**src/rtl/regfile_write_arbiter_if.sv**
```systemverilog
// Writeback bus between the ALU/LSU producers, the register file port and decode forwarding.
interface regfile_write_arbiter_if #(
    parameter int unsigned LSU_DEPTH = 4
);
    localparam int unsigned CW = $clog2(LSU_DEPTH) + 1;

    logic          alu_valid;
    logic          alu_ready;
    logic [4:0]    alu_rd;
    logic [31:0]   alu_data;
    logic          lsu_valid;
    logic          lsu_ready;
    logic [4:0]    lsu_rd;
    logic [31:0]   lsu_data;
    logic          wen;
    logic [4:0]    waddr;
    logic [31:0]   wdata;
    logic [4:0]    fwd_raddr1;
    logic [4:0]    fwd_raddr2;
    logic          fwd_hit1;
    logic          fwd_hit2;
    logic [31:0]   fwd_data1;
    logic [31:0]   fwd_data2;
    logic [CW-1:0] lsu_count;
    logic          busy;

    modport slave (
        input  alu_valid, alu_rd, alu_data, lsu_valid, lsu_rd, lsu_data, fwd_raddr1, fwd_raddr2,
        output alu_ready, lsu_ready, wen, waddr, wdata, fwd_hit1, fwd_hit2, fwd_data1, fwd_data2,
               lsu_count, busy
    );

    modport master (
        output alu_valid, alu_rd, alu_data, lsu_valid, lsu_rd, lsu_data, fwd_raddr1, fwd_raddr2,
        input  alu_ready, lsu_ready, wen, waddr, wdata, fwd_hit1, fwd_hit2, fwd_data1, fwd_data2,
               lsu_count, busy
    );
endinterface

```
**src/rtl/regfile_write_arbiter.sv**
```systemverilog
// Arbitrates ALU and buffered LSU writeback onto one register-file write port,
// ALU-first with a starvation guard, and forwards the in-flight write to decode.
module regfile_write_arbiter #(
    parameter int unsigned LSU_DEPTH    = 4,
    parameter int unsigned STARVE_LIMIT = 3
) (
    input  logic                    clk,
    input  logic                    rst,
    regfile_write_arbiter_if.slave  bus
);
    localparam int unsigned PW = $clog2(LSU_DEPTH);
    localparam int unsigned CW = PW + 1;
    localparam int unsigned SW = $clog2(STARVE_LIMIT + 1);
    localparam int unsigned RW = 5;
    localparam int unsigned DW = 32;

    typedef struct packed {
        logic [RW-1:0] rd;
        logic [DW-1:0] data;
    } wb_t;

    wb_t           mem_q [LSU_DEPTH];
    logic [PW-1:0] wr_ptr_q, wr_ptr_d;
    logic [PW-1:0] rd_ptr_q, rd_ptr_d;
    logic [CW-1:0] count_q,  count_d;
    logic [SW-1:0] starve_q, starve_d;
    logic          wen_q,    wen_d;
    logic [RW-1:0] waddr_q,  waddr_d;
    logic [DW-1:0] wdata_q,  wdata_d;

    logic fifo_nempty, fifo_full, force_lsu, push, grant_lsu, grant_alu;
    wb_t  head;

    assign fifo_nempty = (count_q != '0);
    assign fifo_full   = (count_q == CW'(LSU_DEPTH));
    assign force_lsu   = (starve_q >= SW'(STARVE_LIMIT));
    assign push        = bus.lsu_valid && !fifo_full;
    assign grant_lsu   = fifo_nempty && (force_lsu || !bus.alu_valid);
    assign grant_alu   = bus.alu_valid && !grant_lsu;
    assign head        = mem_q[rd_ptr_q];

    // Next-state: FIFO pointers/occupancy, starvation counter and the write-port register.
    always_comb begin
        wr_ptr_d = wr_ptr_q;
        rd_ptr_d = rd_ptr_q;
        count_d  = count_q;
        starve_d = starve_q;
        wen_d    = 1'b0;
        waddr_d  = waddr_q;
        wdata_d  = wdata_q;

        if (push)      wr_ptr_d = wr_ptr_q + PW'(1);
        if (grant_lsu) rd_ptr_d = rd_ptr_q + PW'(1);
        case ({push, grant_lsu})
            2'b10:   count_d = count_q + CW'(1);
            2'b01:   count_d = count_q - CW'(1);
            default: count_d = count_q;
        endcase

        if (grant_lsu || !fifo_nempty) begin
            starve_d = '0;
        end else if (grant_alu && !force_lsu) begin
            starve_d = starve_q + SW'(1);
        end

        if (grant_alu) begin
            wen_d   = (bus.alu_rd != '0);
            waddr_d = bus.alu_rd;
            wdata_d = bus.alu_data;
        end else if (grant_lsu) begin
            wen_d   = (head.rd != '0);
            waddr_d = head.rd;
            wdata_d = head.data;
        end
    end

    always_ff @(posedge clk or negedge rst) begin
        if (!rst) begin
            wr_ptr_q <= '0;
            rd_ptr_q <= '0;
            count_q  <= '0;
            starve_q <= '0;
            wen_q    <= 1'b0;
            waddr_q  <= '0;
            wdata_q  <= '0;
        end else begin
            wr_ptr_q <= wr_ptr_d;
            rd_ptr_q <= rd_ptr_d;
            count_q  <= count_d;
            starve_q <= starve_d;
            wen_q    <= wen_d;
            waddr_q  <= waddr_d;
            wdata_q  <= wdata_d;
        end
    end

    // Payload storage needs no reset; occupancy alone decides what is valid.
    always_ff @(posedge clk) begin
        if (push) mem_q[wr_ptr_q] <= '{rd: bus.lsu_rd, data: bus.lsu_data};
    end

    assign bus.alu_ready = !(force_lsu && fifo_nempty);
    assign bus.lsu_ready = !fifo_full;
    assign bus.wen       = wen_q;
    assign bus.waddr     = waddr_q;
    assign bus.wdata     = wdata_q;
    assign bus.fwd_hit1  = wen_q && (waddr_q == bus.fwd_raddr1) && (bus.fwd_raddr1 != '0);
    assign bus.fwd_hit2  = wen_q && (waddr_q == bus.fwd_raddr2) && (bus.fwd_raddr2 != '0);
    assign bus.fwd_data1 = wdata_q;
    assign bus.fwd_data2 = wdata_q;
    assign bus.lsu_count = count_q;
    assign bus.busy      = fifo_nempty || wen_q;

endmodule

```
**src/flat_wrapper.sv**
```systemverilog
// flat-port wrapper written by rule: the top's interface ports become plain ports
module regfile_write_arbiter_flat 
#(
    parameter int unsigned LSU_DEPTH    = 4,
    parameter int unsigned STARVE_LIMIT = 3
)
  (clk, rst, bus_alu_valid, bus_alu_rd, bus_alu_data, bus_lsu_valid, bus_lsu_rd, bus_lsu_data, bus_fwd_raddr1, bus_fwd_raddr2, bus_alu_ready, bus_lsu_ready, bus_wen, bus_waddr, bus_wdata, bus_fwd_hit1, bus_fwd_hit2, bus_fwd_data1, bus_fwd_data2, bus_lsu_count, bus_busy);
  regfile_write_arbiter_if #(.LSU_DEPTH(LSU_DEPTH)) bus_i ();
  input  logic clk;
  input  logic rst;
  input wire logic [$bits(bus_i.alu_valid)-1:0] bus_alu_valid;
  input wire logic [$bits(bus_i.alu_rd)-1:0] bus_alu_rd;
  input wire logic [$bits(bus_i.alu_data)-1:0] bus_alu_data;
  input wire logic [$bits(bus_i.lsu_valid)-1:0] bus_lsu_valid;
  input wire logic [$bits(bus_i.lsu_rd)-1:0] bus_lsu_rd;
  input wire logic [$bits(bus_i.lsu_data)-1:0] bus_lsu_data;
  input wire logic [$bits(bus_i.fwd_raddr1)-1:0] bus_fwd_raddr1;
  input wire logic [$bits(bus_i.fwd_raddr2)-1:0] bus_fwd_raddr2;
  output wire logic [$bits(bus_i.alu_ready)-1:0] bus_alu_ready;
  output wire logic [$bits(bus_i.lsu_ready)-1:0] bus_lsu_ready;
  output wire logic [$bits(bus_i.wen)-1:0] bus_wen;
  output wire logic [$bits(bus_i.waddr)-1:0] bus_waddr;
  output wire logic [$bits(bus_i.wdata)-1:0] bus_wdata;
  output wire logic [$bits(bus_i.fwd_hit1)-1:0] bus_fwd_hit1;
  output wire logic [$bits(bus_i.fwd_hit2)-1:0] bus_fwd_hit2;
  output wire logic [$bits(bus_i.fwd_data1)-1:0] bus_fwd_data1;
  output wire logic [$bits(bus_i.fwd_data2)-1:0] bus_fwd_data2;
  output wire logic [$bits(bus_i.lsu_count)-1:0] bus_lsu_count;
  output wire logic [$bits(bus_i.busy)-1:0] bus_busy;
  assign bus_i.alu_valid = bus_alu_valid;
  assign bus_i.alu_rd = bus_alu_rd;
  assign bus_i.alu_data = bus_alu_data;
  assign bus_i.lsu_valid = bus_lsu_valid;
  assign bus_i.lsu_rd = bus_lsu_rd;
  assign bus_i.lsu_data = bus_lsu_data;
  assign bus_i.fwd_raddr1 = bus_fwd_raddr1;
  assign bus_i.fwd_raddr2 = bus_fwd_raddr2;
  assign bus_alu_ready = bus_i.alu_ready;
  assign bus_lsu_ready = bus_i.lsu_ready;
  assign bus_wen = bus_i.wen;
  assign bus_waddr = bus_i.waddr;
  assign bus_wdata = bus_i.wdata;
  assign bus_fwd_hit1 = bus_i.fwd_hit1;
  assign bus_fwd_hit2 = bus_i.fwd_hit2;
  assign bus_fwd_data1 = bus_i.fwd_data1;
  assign bus_fwd_data2 = bus_i.fwd_data2;
  assign bus_lsu_count = bus_i.lsu_count;
  assign bus_busy = bus_i.busy;
  regfile_write_arbiter #(.LSU_DEPTH(LSU_DEPTH), .STARVE_LIMIT(STARVE_LIMIT)) u_core (.clk(clk), .rst(rst), .bus(bus_i));
endmodule
```
**config.mk**
```make
export PLATFORM = sky130hd
export DESIGN_NAME = regfile_write_arbiter_flat
export DESIGN_NICKNAME = d
export VERILOG_FILES = /design/src/rtl/regfile_write_arbiter_if.sv /design/src/rtl/regfile_write_arbiter.sv /design/src/flat_wrapper.sv
export SDC_FILE = /design/constraint.sdc
export NUM_CORES = 1
export LEC_CHECK = 0
export ABC_AREA = 1
export CAP_MARGIN = 10
export CORE_MARGIN = 5
export CORE_UTILIZATION = 55
export CTS_CLUSTER_SIZE = 40
export DETAILED_ROUTE_END_ITERATION = 12
export GPL_TIMING_DRIVEN = 0
export PLACE_DENSITY = 0.85
export SYNTH_ARGS = -nofsm -noshare
export SYNTH_HDL_FRONTEND = slang
export SYNTH_SLANG_ARGS = --single-unit
```
**constraint.sdc**
```tcl
create_clock -name clk -period 6.07 [get_ports clk]
set_input_delay 0.607 -clock clk [delete_from_list [all_inputs] [get_ports clk]]
set_output_delay 0.607 -clock clk [all_outputs]
set_load 0.005 [all_outputs]
```
-- Word-level counts from Yosys, hierarchy flattened
Memory sizes are Yosys's and may differ from the RTL's.
Index checks and enable logic that the tools add are counted.
- bits in registers: 47
- bits in writable memories: 148
- output and inout port bits: 110
- memories: 1
- $add $sub $neg: 5
- $lt $le $gt $ge: 1
- eq/ne operators: 5
- muxes and demuxes: 11
- reduce and logical (&&, ||, !) cells: 26
- memories (memory ; depth ; width ; read ports ; clocked after Yosys merged registers in ; wr ports ; RTL line ; source):
    u_core.mem_q ; 4 ; 37 ; 1 ; 0 ; 1 ; regfile_write_arbiter.sv:22 ; wb_t mem_q [LSU_DEPTH];
- operators by type and width (kind ; count):
    two-way mux 32 bit ; 2
    nonzero test 5 bit ; 4
    == test 5 bit ; 2
    two-way mux 5 bit ; 2
    logical AND 1 bit ; 9
    adder 2 x 1 -> 2 bit, second input constant ; 3
    zero test 1 bit ; 6
    case mux 3 bit (2 select lines) ; 1
    nonzero test 2 bit ; 3
    two-way mux 1 bit ; 4
    two-way mux 2 bit ; 2
    adder 3 x 1 -> 3 bit, second input constant ; 1
    == test 3 bit, second input constant ; 1
    logical OR 1 bit ; 3
    nonzero test 3 bit ; 1
    subtractor 3 x 1 -> 3 bit, second input constant ; 1
    == test 2 x 1 -> 1 bit, second input constant ; 1
    == test 2 bit, second input constant ; 1
    >= comparator 2 bit, second input constant ; 1

-- Logic depth before layout (Yosys ltp)
Gate-level depths: netlist (run 1).
- word-level depth: 8
- mapped depth: 11

-- Worst setup path after synthesis (run 1)
No wires, ideal clock.
- path kind: input to register
- start point: input port bus_lsu_valid
- end point: memory u_core.mem_q[0][0] (netlist bit) (enable)
- arrival time: 2.349 ns
- slack: 3.290 ns
- stages on the path: 2
- path buffers: 0
- cell sequence: nand2_1 -> nor2_1
- longest elaborated chain between the ends: 3
- RTL lines (what ; RTL line ; source):
    start, declared ; flat_wrapper.sv:14 ; input wire logic [$bits(bus_i.lsu_valid)-1:0] bus_lsu_valid;
    logical AND 1 bit ; regfile_write_arbiter.sv:37 ; assign push = bus.lsu_valid && !fifo_full;
    two-way mux 1 bit ; regfile_write_arbiter.sv:99 ; if (push) mem_q[wr_ptr_q] <= '{rd: bus.lsu_rd, data: bus.lsu_data};
    two-way mux 1 bit (not written as such) ; regfile_write_arbiter.sv:99 ;
    end, declared ; regfile_write_arbiter.sv:22 ;
No other way between the ends.

-- Worst setup path after layout (run 1)
- start point: input port bus_fwd_raddr1[2]
- end point: output port bus_fwd_hit1
- longest elaborated chain between the ends: 3
- RTL lines (what ; RTL line ; source):
    start, declared ; flat_wrapper.sv:17 ; input wire logic [$bits(bus_i.fwd_raddr1)-1:0] bus_fwd_raddr1;
    == test 5 bit ; regfile_write_arbiter.sv:107 ; assign bus.fwd_hit1 = wen_q && (waddr_q == bus.fwd_raddr1) && (bus.fwd_raddr1 != '0);
    logical AND 1 bit ; regfile_write_arbiter.sv:107 ;
    logical AND 1 bit * ; regfile_write_arbiter.sv:107 ;
    end, declared ; flat_wrapper.sv:24 ; output wire logic [$bits(bus_i.fwd_hit1)-1:0] bus_fwd_hit1;
Every way passes the cells marked *; elsewhere a longest branch is shown, timed or not.

==> impl_metrics.csv, run 1 <==
group,metric,value,unit
final_layout,drive_gt1_share,15.8,%
floorplanning,coreArea,0.0158,mm2
final_layout,diodes,0,
synthesis,ys_warn_count,0,
clock_network,post_cts_buffers,0,
synthesis,postSynthNetCount,890,
grt,overflow,0,
power,p_leak,4.79,nW
sta,layout_min_cycle_time,2.68,ns
synthesis,synth-seq-cells,195,
final_layout,fin_nets,1111,
power,power,5.75,mW
clock_network,clk_path_buf_depth,2,
routing,wl_per_cell,17.4,um
clock_network,htree_levels,4,
setup_path,cp_max_fo,2,
power,seq_power_share,35.4,%
routing,drtIter0Drc,563,
worst_hold_path,hold_path.class,"in2async",
placed_design,portBuffers,197,
synthesis,syn_area_per_cell,11.0,um2
sta,finalSetupTns,0,ns
setup_path,start_kind,"primary input",
synthesis,synth_top_area_share,50.8,%
floorplanning,die_x,136,um
grt,grt_pass1_vias,6489,
synthesis,synth.distinct_cells,31,
routing,met1_length,8240,um
clock_network,cts_tree,"built",
setup_path,r2r-start,"u_core.starve_q[0]",
clock_network,numCtsBuffers,17,
setup_path,critical_path.startpoint,"bus_fwd_raddr1[2]",
setup_path,endpoint_kind,"output port",
power,intPower,3.83,mW
placed_design,gp_congestion,0.774,
power,p_comb_share,45.7,%
grt,antenna_found_initial,0,
setup_path,cp.required,5.46,ns
floorplanning,start_util,55.5,%
flow_run,max_cap_viol_count,0,
placed_design,post-place-ws,3.18,ns
sta,setup_viol,0,
clock_network,cts_num_sinks,195,
final_layout,area_growth,33.7,%
routing,ant_nets,0,
sta,setup_ws,3.39,ns
sta,hold_viol,0,
sta,drv_slew,0,
clock_network,clock_latency,0.43,ns
synthesis,synth_ff_type,"edfxtp_1",
floorplanning,die_area,0.0185,mm2
grt,grt_start_max_net_pins,26,
clock_network,cts_root_buf,"clkbuf_16",
sta,max_freq,374,MHz
routing,highest_layer,"met4",
floorplanning,die_h,136,um
final_layout,stdcell_area,0.0117,mm2
outcome,status,"finished, final reports clean",
routing,via_per_inst,5.23,
setup_path,path_class,"in2out",
floorplanning,ios,198,
routing,vias,6511,
clock_network,path_clk_slew,0.06,ns
synthesis,synthTopCellsByArea,"edfxtp_1 (51%), dfrtp_1 (13%), nand2_1 (13%), buf_4 (6.1%), nand3_1 (4.5%)",
placed_design,dp_hpwl,15100,um
clock_network,ctsHoldBuffers,0,
grt,grt_pass1_wl,33600,um
setup_path,cp.arrival,2.07,ns
synthesis,seq_area_frac_synth,64.2,%
routing,drtPass1Iterations,5,
sta,skew,0.00574,ns
power,ir_drop,0.000282,V
synthesis,synth_area_leader_cell,"edfxtp_1",
synthesis,syn-cell-area,0.00876,mm2
sta,final.period_utilization,44.1,%
sta,max_slew_margin,50.4,%
power,power_switching,1.91,mW
floorplanning,row_count,46,
power,clkPwrFrac,18.9,%
routing,wl_met3,1820,um
routing,met2RoutedLength,11000,um
synthesis,async_flop_share,24.1,%
power,p_sw_share,33.3,%
clock_network,cts_resized,0,
setup_path,reg2regPathDepth,7,
placed_design,dpl-instance-area,0.0111,mm2
synthesis,syn_inst,795,
power,p_per_area,491,mW/mm2
routing,remaining_drc_errors,0,
sta,worstMarginPinSlew,0.736,ns
synthesis,synth_edf_count,148,
sta,rsz0062_at_grt,"no",
routing,wl,21700,um
grt,grt_usage,23.8,%
-- metal layers --
| layer | vias up | track usage [%] |
|---|---|---|
| met3 | 48 | 4.37 |
| met5 | - | 0 |
| met1 | 3119 | 29.6 |
| met2 | 286 | 41.0 |
| li1 | 3058 | - |
| met4 | 0 | 10.1 |
-- logic make-up (layout without fill, tap and decap cells) --
kind of cell / after synthesis / after routing / share of synthesized area (%)
adder cells (fa/ha/maj): 7 / 7 / 1.09
flip-flops: 195 / 195 / 64.2
buffers and inverters: 127 / 361 / 9.25
XOR/XNOR: 8 / 8 / 0.800
AO/OA/AOI/OAI: 47 / 47 / 5.49
AND/OR/NAND/NOR: 411 / 411 / 19.2
-- worst paths after layout --
check	slack (ns)	endpoint
worst max register to register	3.68	u_core.bus.lsu_count[1]
min in group clk	0.43	u_core.starve_q[0]
worst min-delay path	0.19	u_core.bus.fwd_data1[30]
worst min register to register	0.43	u_core.starve_q[0]
max in group asynchronous	5.32	u_core.bus.fwd_data1[21]
worst max-delay path	3.39	bus_fwd_hit1
-- power groups by stage --
stage,Clock (mW),Sequential [mW],Combinational (mW)
after floorplan,0,2.03,1.37
after global placement,0,2.06,2.48
after detailed placement,0,2.06,2.61
after CTS,1.10,2.04,2.64
after global routing,1.16,2.08,2.85
final,1.08,2.04,2.62
-- flip-flops by register name, summed over array words and instances (netlist names) --
signal,cells
u_core.mem_q,148
u_core.bus.waddr,5
u_core.bus.lsu_count,3
u_core.wr_ptr_q,2
u_core.bus.wen,1
u_core.rd_ptr_q,2
u_core.starve_q,2
u_core.bus.fwd_data1,32
-- layout make-up --
cell class | count | area [um2]
plain buffers | 101 | 712
clock buffers | 25 | 455
clock inverters | 7 | 110
fillers | 1069 | 4070
inverters | 26 | 97.6
multi-input cells | 473 | 2360
flip-flops and latches | 195 | 5620
well taps | 216 | 270
repair buffers | 202 | 2080
-- stage by stage --
stage | hold slack, ns | cells | util [%]
2_1_floorplan | 0.311 | 795 | -
3_3_place_gp | 0.421 | 1208 | 69.7
5_1_grt | 0.221 | 1245 | 74.2
4_1_cts | 0.186 | 1245 | 74.2
6_report | 0.187 | 1245 | 74.2
3_5_place_dp | 0.423 | 1213 | 70.6
-- placed cells by master (no fill, tap or decap), drive strengths merged --
cell type | synthesis | final
a21oi | 2 | 2
buf | 95 | 101
bufinv | 0 | 3
clkbuf | 6 | 31
clkdlybuf4s50 | 0 | 196
clkinv | 0 | 4
dfrtp | 47 | 47
edfxtp | 148 | 148
fa | 1 | 1
ha | 6 | 6
inv | 26 | 26
nand2 | 305 | 305
nand3 | 79 | 79
nand4 | 2 | 2
nor2 | 21 | 21
nor3 | 1 | 1
nor4 | 1 | 1
o2111ai | 1 | 1
o211ai | 33 | 33
o21ai | 7 | 7
o21bai | 1 | 1
o221ai | 3 | 3
or2 | 2 | 2
xnor2 | 4 | 4
xor2 | 4 | 4
-- cells in the mapped netlist, types with 2 or more instances --
cell	count
xnor2_1	4
clkbuf_1	5
buf_4	71
nand2_1	302
o211ai_2	29
o21ai_0	7
o221ai_1	3
nand4_1	2
ha_1	6
nand3_1	79
buf_2	14
dfrtp_1	47
nor2_1	20
nand2_4	2
buf_6	6
inv_2	2
or2_2	2
buf_1	4
edfxtp_1	148
a21oi_1	2
xor2_1	4
o211ai_1	4
inv_1	24
-- critical path: stages --
cell and delay, ns:
clkdlybuf4s50_1 0.42, inv_1 0.08, nor2_1 0.04, nor3_1 0.21, nand4_1 0.11, nor2_1 0.10
clkdlybuf4s50_1 0.50
Power figures use the tool's default switching activity.
==> inputs of run 2 (changes only) <==
--- a/config.mk
+++ b/config.mk
@@ -8,11 +8,11 @@
 export ABC_AREA = 1
 export CAP_MARGIN = 10
 export CORE_MARGIN = 5
-export CORE_UTILIZATION = 55
+export CORE_UTILIZATION = 51
 export CTS_CLUSTER_SIZE = 40
 export DETAILED_ROUTE_END_ITERATION = 12
 export GPL_TIMING_DRIVEN = 0
-export PLACE_DENSITY = 0.85
+export PLACE_DENSITY = 0.8
 export SYNTH_ARGS = -nofsm -noshare
 export SYNTH_HDL_FRONTEND = slang
 export SYNTH_SLANG_ARGS = --single-unit
==> constraint.sdc (replaced) <==
create_clock -name clk -period 2.55 [get_ports clk]
set_input_delay 0.255 -clock clk [delete_from_list [all_inputs] [get_ports clk]]
set_output_delay 0.255 -clock clk [all_outputs]
set_load 0.005 [all_outputs]
==> run 2 against run 1 <==
Net effect: combinational power increased by 140%; power increased by 140%; design area increased by 0.43%; utilization decreased by 5.3 points; die area increased by 7.3%; global-route usage decreased by 2.0 points; non-clock buffer count increased by 1.
==> impl_metrics.csv, run 2 (synthesized netlist as in run 1, its figures left out) <==
group,metric,value,unit
outcome,status,"finished, final reports clean",
setup_path,endpoint_kind,"register",
setup_path,r2r-start,"u_core.starve_q[0]",
sta,max_freq,423,MHz
sta,skew,0.0107,ns
final_layout,fillers,1260,
placed_design,gp_congestion,0.818,
clock_network,clock_latency,0.43,ns
placed_design,portBuffers,197,
final_layout,register_area,0.00562,mm2
setup_path,cp.required,2.86,ns
routing,drtPass1Iterations,6,
routing,remaining_drc_errors,0,
clock_network,cts_root_buf,"clkbuf_16",
flow_run,max_cap_viol_count,0,
power,power,13.7,mW
floorplanning,die_area,0.0199,mm2
sta,setup_viol,0,
clock_network,numCtsBuffers,17,
setup_path,critical_path.startpoint,"u_core.starve_q[0]",
final_layout,largest-register,"u_core.mem_q",
final_layout,multi_input_area,0.00236,mm2
grt,antenna_found_initial,1,
final_layout,layout_common_cells,"nand2_1 (302), clkdlybuf4s50_1 (196), edfxtp_1 (148)",
setup_path,r2r-end,"u_core.bus.lsu_count[2]",
sta,layout_min_cycle_time,2.37,ns
final_layout,largest_reg_flops,148,
sta,hold_viol,0,
clock_network,htree_levels,4,
placed_design,dp_hpwl,14900,um
clock_network,path_clk_slew,0.07,ns
sta,holdWs,0.359,ns
routing,drtIter0Drc,416,
final_layout,stdcell_area,0.0118,mm2
routing,wl,21100,um
grt,overflow,0,
floorplanning,row_count,48,
floorplanning,ios,198,
routing,via_per_inst,5.06,
floorplanning,coreArea,0.0171,mm2
sta,finalSetupTns,0,ns
clock_network,cts_tree,"built",
routing,ant_nets,0,
grt,grt_pass1_wl,33200,um
setup_path,path_class,"reg2reg",
setup_path,reg2regPathDepth,10,
final_layout,fin_nets,1112,
clock_network,clk_path_buf_depth,2,
sta,worstMarginPinSlew,0.584,ns
grt,grt_usage,21.8,%
power,ir_drop,0.000659,V
clock_network,cts_num_sinks,195,
grt,grt_pass1_vias,6178,
sta,max_slew_margin,60.8,%
clock_network,post_cts_buffers,0,
final_layout,drive_gt1_share,16.5,%
setup_path,crit_path_end,"u_core.bus.lsu_count[2]",
worst_hold_path,hold_path.class,"in2async",
setup_path,cp_max_fo,6,
sta,rsz0062_at_grt,"no",
routing,vias,6350,
final_layout,final_common_cell,"nand2_1",
setup_path,start_kind,"register",
grt,grt_start_max_net_pins,29,
setup_path,cp.arrival,2.68,ns
placed_design,dpl-instance-area,0.0111,mm2
final_layout,diodes,0,
floorplanning,start_util,51.3,%
routing,wl_per_cell,16.8,um
power,p_leak,4.81,nW
power,p_per_area,1170,mW/mm2
floorplanning,die_h,141,um
sta,drv_slew,0,
sta,final.period_utilization,92.8,%
final_layout,area_growth,34.2,%
setup_path,regToRegSetupSlack,0.18,ns
floorplanning,die_x,141,um
-- run 2: cell types whose count changed in the layout (fill, tap and decap cells not counted) --
cell / delta
clkbuf_8: +1
buf_12: +2
buf_16: -2
bufinv_16: -2
o21ai_1: +1
clkinv_4: +2
clkinvlp_4: +2
clkbuf_1: -7
o21ai_0: -1
inv_6: +1
clkbuf_16: +3
dlygate4sd3_1: +1
-- run 2: layout make-up --
class,count,area share (%)
Buffer,101,6.06
Clock buffer,22,4.41
Clock inverter,10,0.777
Inverter,26,0.830
Multi-Input combinational cell,473,20.0
Sequential cell,195,47.8
Tap cell,225,2.40
Timing Repair Buffer,203,17.7
-- run 2: where the power goes --
part	leakage, nW	switching [mW]	total (mW)	internal, mW
sequential	1.90	0.516	4.83	4.31
clock	0.298	1.13	2.68	1.55
combinational	2.61	2.94	6.19	3.25
-- run 2: worst min path at each step --
stage | start | to | slack (ns) | cells past startpoint
final | rst | u_core.bus.lsu_count[1] | 0.36 | 2
after CTS | rst | u_core.bus.lsu_count[0] | 0.35 | 2
after global routing | rst | u_core.bus.wen | 0.41 | 2
after floorplan | rst | u_core.bus.fwd_data1[0] | -0.04 | 0
after global placement | u_core.starve_q[0] | u_core.starve_q[0] | 0.42 | 1
after detailed placement | rst | u_core.bus.lsu_count[0] | 0.28 | 1
-- run 2: metal layers --
| layer | vias up | wire, um | global-route usage (%) |
|---|---|---|---|
| met1 | 3027 | 8570 | 27.6 |
| li1 | 3064 | - | - |
| met5 | - | 13 | 0 |
| met3 | 34 | 1240 | 4.58 |
| met2 | 223 | 10800 | 37.0 |
| met4 | 2 | 460 | 8.06 |
-- run 2: repair_timing --
item                                    in CTS  in global routing
endpoints found under the setup margin       2                  0
resized for setup                            1                  0
hold endpoints to repair                    23                  0
hold buffers                                 1                  0
-- run 2: critical path, stage by stage, from the launching register on --
cell	delay, ns
dfrtp_1	0.39
ha_1	0.26
o21ai_1	0.49
inv_1	0.22
ha_1	0.25
inv_1	0.10
fa_1	0.21
nor2_1	0.05
nor2_1	0.08
nand2_1	0.07
xor2_1	0.14
-- run 2: metrics by stage --
step | cells | util (%) | setup WS, ns
after CTS | 1255 | 68.9 | 0.204
final | 1255 | 68.9 | 0.184
after floorplan | 795 | - | -0.210
after global routing | 1255 | 68.9 | 0.0783
after detailed placement | 1222 | 65.3 | -0.283
after global placement | 1217 | 64.5 | -1.52
==> inputs of run 3 (changes only) <==
--- a/config.mk
+++ b/config.mk
@@ -7,12 +7,15 @@
 export LEC_CHECK = 0
 export ABC_AREA = 1
 export CAP_MARGIN = 10
+export CELL_PAD_IN_SITES_DETAIL_PLACEMENT = 1
+export CELL_PAD_IN_SITES_GLOBAL_PLACEMENT = 2
+export CORE_ASPECT_RATIO = 0.6
 export CORE_MARGIN = 5
-export CORE_UTILIZATION = 51
+export CORE_UTILIZATION = 32
 export CTS_CLUSTER_SIZE = 40
 export DETAILED_ROUTE_END_ITERATION = 12
 export GPL_TIMING_DRIVEN = 0
-export PLACE_DENSITY = 0.8
+export PLACE_DENSITY = 0.79
 export SYNTH_ARGS = -nofsm -noshare
 export SYNTH_HDL_FRONTEND = slang
 export SYNTH_SLANG_ARGS = --single-unit
==> run 3 against run 2 <==
Net effect: first-iteration DRC count fell by 14%; clock power rose by 10%; combinational power rose by 3%; register-to-register slack barely moved; worst hold slack improved by 0.0024 ns; sequential power barely moved; flip-flop and latch count did not move; cell count rose by 11%; fmax rose by 0.16%; via count fell by 0.44%; non-clock buffer count did not move; critical endpoint unchanged; largest cell class unchanged; largest power group unchanged; highest routed layer unchanged.
==> impl_metrics.csv, run 3 (synthesized netlist as in run 1, its figures left out) <==
group,metric,value,unit
outcome,status,"finished, final reports clean",
power,clkPwrFrac,20.9,%
floorplanning,die_area,0.0309,mm2
sta,final.period_utilization,92.6,%
power,power_switching,4.80,mW
final_layout,diodes,0,
placed_design,post-place-ws,-0.0746,ns
clock_network,numCtsBuffers,17,
sta,rsz0062_at_grt,"no",
power,p_leak,4.83,nW
routing,wl_per_cell,18.2,um
placed_design,dp.cells,1357,
routing,remaining_drc_errors,0,
floorplanning,row_count,46,
sta,setup_viol,0,
worst_hold_path,hold_path.class,"in2async",
grt,grt_pass1_wl,38700,um
clock_network,path_clk_slew,0.07,ns
clock_network,clk_path_buf_depth,2,
power,seq_power_share,34.2,%
clock_network,cts_num_sinks,195,
sta,layout_min_cycle_time,2.36,ns
final_layout,stdcell_area,0.0120,mm2
floorplanning,coreArea,0.0267,mm2
floorplanning,start_util,32.8,%
clock_network,htree_levels,4,
clock_network,cts_root_buf,"clkbuf_16",
clock_network,cts_tree,"built",
setup_path,cp_max_fo,8,
routing,ant_nets,0,
clock_network,clock_latency,0.45,ns
setup_path,path_class,"reg2reg",
sta,max_freq,423,MHz
placed_design,dp_hpwl,17800,um
grt,grt_usage,16.3,%
final_layout,area_growth,36.7,%
grt,grt_start_max_net_pins,26,
power,ir_drop,0.000642,V
floorplanning,die_x,224,um
final_layout,largest_reg_flops,148,
power,p_sw_share,34.0,%
sta,hold_viol,0,
placed_design,portBuffers,197,
final_layout,drive_gt1_share,16.3,%
setup_path,cp.required,2.92,ns
final_layout,layout_common_cells,"nand2_1 (302), clkdlybuf4s50_1 (196), edfxtp_1 (148)",
sta,worstMarginPinSlew,0.865,ns
placed_design,dpl-instance-area,0.0113,mm2
routing,drtIter0Drc,359,
final_layout,fin_nets,1112,
floorplanning,ios,198,
final_layout,stdcell_count,1390,
final_layout,final_common_cell,"nand2_1",
routing,drtPass1Iterations,5,
routing,via_per_inst,4.55,
routing,vias,6322,
floorplanning,die_h,138,um
sta,finalSetupTns,0,ns
final_layout,largest-register,"u_core.mem_q",
grt,grt_pass1_vias,6444,
sta,skew,0.00780,ns
routing,wl,25400,um
grt,overflow,0,
power,intPower,9.32,mW
placed_design,gp_congestion,0.754,
power,p_comb_share,45.0,%
setup_path,endpoint_kind,"register",
flow_run,max_cap_viol_count,0,
grt,antenna_found_initial,3,
setup_path,start_kind,"register",
sta,drv_slew,0,
sta,max_slew_margin,42.2,%
sta,setup_ws,0.188,ns
power,p_per_area,1180,mW/mm2
setup_path,cp.arrival,2.73,ns
[run 3: changes by cell type in the layout (fill, tap and decap cells not counted), sizes merged]
cell / before / now
bufinv: 1 / 5
inv: 27 / 29
clkinvlp: 2 / 0
clkbuf: 28 / 24
[run 3: per-layer routing]
layer  vias to the layer above  routed length, um  track usage [%]
met5                         -                 41                0
met4                         6                261             4.28
met3                        24               1500             4.27
met2                       157              11200             24.8
met1                      3075              12300             23.4
li1                       3060                  -                -
[run 3: worst paths after layout]
kind	from	endpoint	slack, ns	depth (start not counted)
max in group asynchronous	rst	u_core.bus.fwd_data1[22]	1.60	3
max reg2reg	u_core.bus.lsu_count[1]	u_core.bus.lsu_count[2]	0.19	10
min reg2reg	u_core.starve_q[0]	u_core.starve_q[0]	0.45	1
max	u_core.bus.lsu_count[1]	u_core.bus.lsu_count[2]	0.19	10
min in group clk	bus_lsu_data[8]	u_core.mem_q[1][8]	0.44	1
min	rst	u_core.bus.waddr[1]	0.36	2
[run 3: cell type report]
| type | instances | area [um2] |
|---|---|---|
| fill | 2923 | 14700 |
| sequential | 195 | 5620 |
| multi-input combinational | 473 | 2360 |
| tap | 360 | 450 |
| inverter | 26 | 97.6 |
| clock inverter | 14 | 208 |
| buffer | 101 | 712 |
| clock buffer | 18 | 429 |
| timing repair buffer | 203 | 2090 |
[run 3: worst max-delay path, stage by stage, from the launching register on]
cell	delay, ns
dfrtp_1	0.44
nor2_4	0.17
nand2_1	0.08
nand2_1	0.48
ha_1	0.26
inv_1	0.08
fa_1	0.40
nor2_1	0.12
nor2_1	0.04
nand2_1	0.07
xor2_1	0.15
[run 3: per-stage QoR]
| step | utilization [%] | hold WS (ns) | power (mW) |
|---|---|---|---|
| 2_1_floorplan | - | -0.0406 | 8.10 |
| 4_1_cts | 44.8 | 0.368 | 14.4 |
| 3_5_place_dp | 42.4 | 0.309 | 11.4 |
| 6_report | 44.8 | 0.362 | 14.1 |
| 3_3_place_gp | 41.9 | 0.422 | 11.1 |
| 5_1_grt | 44.8 | 0.418 | 15.1 |
[run 3: power groups by stage]
stage               Sequential (mW)  Clock [mW]  Combinational [mW]
detailed placement             4.90           0                6.47
global route                   4.94        3.15                7.01
CTS                            4.84        3.03                6.50
global placement               4.93           0                6.21
finish                         4.83        2.95                6.35
floorplan                      4.83           0                3.27
[run 3: timing repair]
action                                  in CTS  in global routing
hold buffers                                 1                  0
buffers inserted                             0                  0
endpoints found under the hold margin       23                  0
resized for setup                            0                  1
endpoints found under the setup margin       0                  2
